### src/rtl/enc_dec_apb_pkg.sv
// enc_dec_apb_pkg: shared types and constants for the APB front end of the codec
package enc_dec_apb_pkg;
   typedef enum logic [1:0] {IDLE, START, WAIT, DONE} state_t;
   localparam logic [1:0] REG_CTRL    = 2'd0;
   localparam logic [1:0] REG_DATA_IN = 2'd1;
   localparam logic [1:0] REG_CW      = 2'd2;
   localparam logic [1:0] REG_NOISE   = 2'd3;
   localparam logic [1:0] MODE_ENC    = 2'd0;
   localparam logic [1:0] MODE_DEC    = 2'd1;
   localparam logic [1:0] MODE_FULL   = 2'd2;
   localparam logic [1:0] MODE_NONE   = 2'd3;
   localparam logic [7:0] WD_LIMIT    = 8'd255;
   localparam logic [1:0] NOF_TIMEOUT = 2'b11;
endpackage

### src/rtl/enc_dec_apb_regs.sv
// enc_dec_apb_regs: APB register bank with setup-phase readback and launch detect
module enc_dec_apb_regs
   import enc_dec_apb_pkg::*;
#(
   parameter int AMBA_WORD  = 32,
   parameter int DATA_WIDTH = 32
) (
   input  logic                  clk,
   input  logic                  rst,
   input  logic [1:0]            addr,
   input  logic                  PSEL,
   input  logic                  PENABLE,
   input  logic                  PWRITE,
   input  logic [AMBA_WORD-1:0]  PWDATA,
   input  logic                  busy,
   output logic [AMBA_WORD-1:0]  PRDATA,
   output logic [1:0]            ctrl,
   output logic [DATA_WIDTH-1:0] data_in,
   output logic [1:0]            cw_width,
   output logic [DATA_WIDTH-1:0] noise,
   output logic                  launch
);
   logic [AMBA_WORD-1:0] regs [4];
   logic wr, rd;
   assign wr       = PSEL & PENABLE & PWRITE & ~busy;
   assign rd       = PSEL & ~PENABLE & ~PWRITE;
   // a CTRL write of MODE_NONE is stored but never starts the core
   assign launch   = wr && addr == REG_CTRL && PWDATA[1:0] != MODE_NONE;
   assign ctrl     = regs[REG_CTRL][1:0];
   assign cw_width = regs[REG_CW][1:0];
   assign data_in  = DATA_WIDTH'(regs[REG_DATA_IN]);
   assign noise    = DATA_WIDTH'(regs[REG_NOISE]);
   always_ff @(posedge clk or negedge rst) begin
      if (!rst) begin
         for (int i = 0; i < 4; i++) regs[i] <= '0;
         PRDATA <= '0;
      end else begin
         if (wr) regs[addr] <= PWDATA;
         if (rd) PRDATA <= regs[addr];
      end
   end
endmodule

### src/rtl/enc_dec_apb_front.sv
// enc_dec_apb_front: APB front end that launches the codec core and latches its result
module enc_dec_apb_front
   import enc_dec_apb_pkg::*;
#(
   parameter int AMBA_ADDR_WIDTH = 20,
   parameter int AMBA_WORD       = 32,
   parameter int DATA_WIDTH      = 32
) (
   input  logic                       clk,
   input  logic                       rst,
   input  logic [AMBA_ADDR_WIDTH-1:0] PADDR,
   input  logic                       PSEL,
   input  logic                       PENABLE,
   input  logic                       PWRITE,
   input  logic [AMBA_WORD-1:0]       PWDATA,
   output logic [AMBA_WORD-1:0]       PRDATA,
   output logic [1:0]                 ctrl,
   output logic [DATA_WIDTH-1:0]      data_in,
   output logic [1:0]                 cw_width,
   output logic [DATA_WIDTH-1:0]      noise,
   output logic                       start,
   input  logic                       core_done,
   input  logic [DATA_WIDTH-1:0]      core_data,
   input  logic [1:0]                 core_nof,
   output logic                       operation_done,
   output logic [DATA_WIDTH-1:0]      data_out,
   output logic [1:0]                 num_of_errors,
   output logic                       busy
);
   state_t     state;
   logic [7:0] wd;
   logic       launch;
   logic       unused_addr;
   assign unused_addr = ^{PADDR[AMBA_ADDR_WIDTH-1:4], PADDR[1:0]};
   enc_dec_apb_regs #(.AMBA_WORD(AMBA_WORD), .DATA_WIDTH(DATA_WIDTH)) u_regs (
      .clk(clk), .rst(rst), .addr(PADDR[3:2]), .PSEL(PSEL), .PENABLE(PENABLE),
      .PWRITE(PWRITE), .PWDATA(PWDATA), .busy(busy), .PRDATA(PRDATA), .ctrl(ctrl),
      .data_in(data_in), .cw_width(cw_width), .noise(noise), .launch(launch)
   );
   always_ff @(posedge clk or negedge rst) begin
      if (!rst) begin
         state          <= IDLE;
         start          <= 1'b0;
         operation_done <= 1'b0;
         busy           <= 1'b0;
         wd             <= '0;
         data_out       <= '0;
         num_of_errors  <= '0;
      end else begin
         case (state)
            IDLE: if (launch) begin
               state <= START;
               start <= 1'b1;
               busy  <= 1'b1;
            end
            START: begin
               state <= WAIT;
               start <= 1'b0;
               wd    <= '0;
            end
            WAIT: if (core_done) begin
               data_out       <= core_data;
               num_of_errors  <= core_nof;
               operation_done <= 1'b1;
               state          <= DONE;
            end else if (wd == WD_LIMIT - 8'd1) begin
               // counter reaches the limit on this edge: give up on the core
               wd             <= WD_LIMIT;
               data_out       <= '0;
               num_of_errors  <= NOF_TIMEOUT;
               operation_done <= 1'b1;
               state          <= DONE;
            end else wd <= wd + 8'd1;
            DONE: begin
               operation_done <= 1'b0;
               busy           <= 1'b0;
               state          <= IDLE;
            end
            default: state <= IDLE;
         endcase
      end
   end
endmodule
### config.mk
export PLATFORM = sky130hd
export DESIGN_NAME = enc_dec_apb_front
export DESIGN_NICKNAME = d
export VERILOG_FILES = /design/src/rtl/enc_dec_apb_pkg.sv /design/src/rtl/enc_dec_apb_regs.sv /design/src/rtl/enc_dec_apb_front.sv
export SDC_FILE = /design/constraint.sdc
export NUM_CORES = 1
export LEC_CHECK = 0
export CAP_MARGIN = 30
export CELL_PAD_IN_SITES_DETAIL_PLACEMENT = 2
export CELL_PAD_IN_SITES_GLOBAL_PLACEMENT = 2
export CORE_AREA = 2 2 176 178
export DETAILED_ROUTE_END_ITERATION = 7
export DIE_AREA = 0 0 178 180
export PLACE_DENSITY = 0.84
export SKIP_LAST_GASP = 1
export SYNTH_ARGS = -nofsm -noshare
export SYNTH_HDL_FRONTEND = slang
export SYNTH_SLANG_ARGS = --single-unit
### constraint.sdc
create_clock -name clk -period 1.6 [get_ports clk]
set_input_delay 0.4 -clock clk [delete_from_list [all_inputs] [get_ports clk]]
set_output_delay 0.4 -clock clk [all_outputs]
set_load 0.02 [all_outputs]
==> run_results.csv <==
group,metric,value,unit
synthesis,yosys_most_used_dff,"dfrtp_1",
synthesis,synth_edf_count,0,
power,power,11.53,mW
synthesis,synthArstFlopShare,100.0,%
run_status,violations,"negative setup slack",
route,ant_nets,0,
sta,worst_hold_slack,0.3913,ns
grt,grt_pass1_vias,6851,
synthesis,netlist.area_leader.share,56.20,%
clocking,cts_buffers,24,
die,dieHeight,180,um
critical_path,endpoint_kind,"flip-flop",
power,ir_worst_vdd,0.6964,mV
synthesis,yosys.area_share.adder,0.9503,%
hold_path,hp-class,"in2async",
synthesis,ys_seq_area_share,56.20,%
run,drv_cap,0,
sta,setup_viol,107,
route,viasPerCell,4.828,
die,die_x,178,um
final_layout,fillers,2885,
critical_path,critPathArrivalTime,2.08,ns
clocking,htree_levels,1,
critical_path,critical_path_class,"reg2reg",
route,drt_iter0_drc,276,
route,drc_errors,0,
final_layout,drive_gt1_share,55.38,%
synthesis,synth.area.mux_share,27.60,%
grt,antenna_found_initial,2,
placed_design,dp_hpwl,18.87,mm
grt,grt_util_all_layers,17.85,%
placed_design,dp_slack,-0.6843,ns
grt,grt-ovfl-total,0,
synthesis,synth_xor_area_share,0,%
die,row_count,64,
critical_path,crit_fanout,8,
sta,fin_crit_sh,105.5,%
die,core-area,30190,sq um
synthesis,synth.most_common_cell,"dfrtp_1",
critical_path,cp-start-kind,"flip-flop",
clocking,clk_latency,0.52,ns
sta,worst_pin_slew,0.4042,ns
route,vias,5958,
clocking,clock-sinks,207,
clocking,cts_buffer_depth,3,
sta,skew,0.01471,ns
clocking,clk_pin_slew,0.07,ns
power,leakage,6.223,nW
synthesis,yosys_warnings,0,
synthesis,synthesis.area,9216,sq um
power,power.density,911.0,nW/um^2
die,initial_core_util,30.53,%
sta,worst_slack,-0.08823,ns
sta,finalSetupTns,-4.034,ns
die,die-area,32040,sq um
final_layout,multi_input_area,3637,sq um
synthesis,synth_seq_cells,207,
sta,grt_setup_unrepaired,"true",
run_status,status,"finished with violations",
sta,finalCriticalPeriod,1.688,ns
placed_design,placement.io_buffers,210,
synthesis,synthCells,611,
synthesis,synth_top_area_cell,"dfrtp_1",
critical_path,rr_worst_depth,6,
route,drtPass1Iterations,4,
synthesis,yosys.cell_types.count,43,
synthesis,avgSynthCellArea,15.08,sq um
placed_design,place_congestion,0.7650,
sta,slew_headroom,73.05,%
grt,grt_pass1_wl,43.62,mm
route,postRouteWirelength,29.75,mm
critical_path,required,1.99,ns
sta,slew_violations,0,
route,wl_per_cell,24.11,um
final_layout,nNetsFinal,917,
final_layout,syn2layout_area_growth,37.31,%
final_layout,layout.cells.non_filler,1234,
sta,fmax,592.3,MHz
synthesis,synth-simple-area-share,2.457,%
die,num_io_pins,229,
placed_design,dp.cells,1163,
critical_path,rrSetupSlack,-0.09,ns
clocking,cts_tree,"yes",
synthesis,synth_compound_area_share,4.901,%
final_layout,register_area,5181,sq um
synthesis,synth_top_family_by_area,"multiplexers",
synthesis,synthTopCellsByArea,"dfrtp_1 56%, mux2_2 19%, mux4_2 7.8%",
clocking,cts_root_buffer,"clkbuf_16",
sta,hold_violations,0,
synthesis,synth_common_cells,"207 x dfrtp_1, 156 x mux2_2, 71 x buf_4",
grt,grt_start_max_net_pins,42,
synthesis,synth_fp_nets,710,
## worst max-delay path, stage by stage (launching register included)
cell	delay, ns
dfrtp_2	0.43
buf_6	0.13
nor3b_4	0.19
nor2b_4	0.22
buf_6	0.13
buf_12	0.14
mux2_4	0.31
## flip-flops by register name (all words and copies together), names as in the netlist, 2 cells and up
name,flops
data_out,32
num_of_errors,2
state,2
u_regs.PRDATA,32
u_regs.ctrl,2
u_regs.cw_width,2
u_regs.data_in,32
u_regs.noise,32
u_regs.regs,60
wd,8
## per-stage QoR
step	util (%)	cell area (sq um)
after floorplan	-	9270
after global placement	38.81	11720
after detailed placement	38.81	11720
after CTS	41.40	12500
after global routing	41.92	12650
final	41.92	12650
## logic make-up (layout without fill, tap and decap cells)
kind of cell,Yosys count,after routing
compound gates,58,58
fa+ha+maj,7,7
buf+inv,109,334
flops,207,207
mux,194,194
other cells,0,2
simple gates,36,36
## cells in the final DEF (no fill, tap or decap), drive strengths merged, types with 3 or more instances in the layout
master         instances
nor2                   8
mux2                 161
ha                     7
nand2                  8
mux4                  32
dfrtp                207
o21ai                  7
clkinv                 5
and2                   3
a211oi                 3
a21oi                  7
inv                    9
clkbuf                45
nor3b                  3
a22o                  32
buf                  172
clkdlybuf4s50         68
clkdlybuf4s15         30
## worst paths after layout
path | start | endpoint
setup reg to reg | busy | u_regs.data_in[17]
hold / removal | rst | u_regs.data_in[23]
max in group asynchronous | rst | data_out[13]
setup / recovery | busy | u_regs.data_in[17]
min in group clk | core_data[10] | data_out[10]
hold reg to reg | u_regs.regs[45] | u_regs.regs[45]
## report_power, final
part	internal, mW	leakage (nW)	switching (mW)
sequential	5.28	2.86	0.0324
clock	3.30	0.392	2.22
combinational	0.336	2.97	0.353
## final cells by class
class	instances	share of cell area [%]
diodes	2	0.03955
clock buffers	37	5.774
clock inverters	7	0.5240
inverters	9	0.2670
multi-input cells	295	28.74
flip-flops and latches	207	40.94
well taps	396	3.915
repair buffers	281	19.79
## repair_timing
| item | in CTS | in global routing |
|---|---|---|
| resized for setup | 536 | 88 |
| gates cloned | 3 | 6 |
| setup endpoints to repair | 251 | 168 |
| endpoints found under the hold margin | 30 | 0 |
| hold buffers | 1 | 0 |
| pin swaps | 3 | 36 |
| setup buffers | 13 | 4 |
## metal layers
layer	GRT usage [%]	vias up	share of wire, %
met5	0	-	0
met4	5.574	0	2.7
met3	2.517	53	3.7
met2	31.18	128	51
met1	22.70	3201	42
li1	-	2576	-
(Power assumes the default switching activity.)
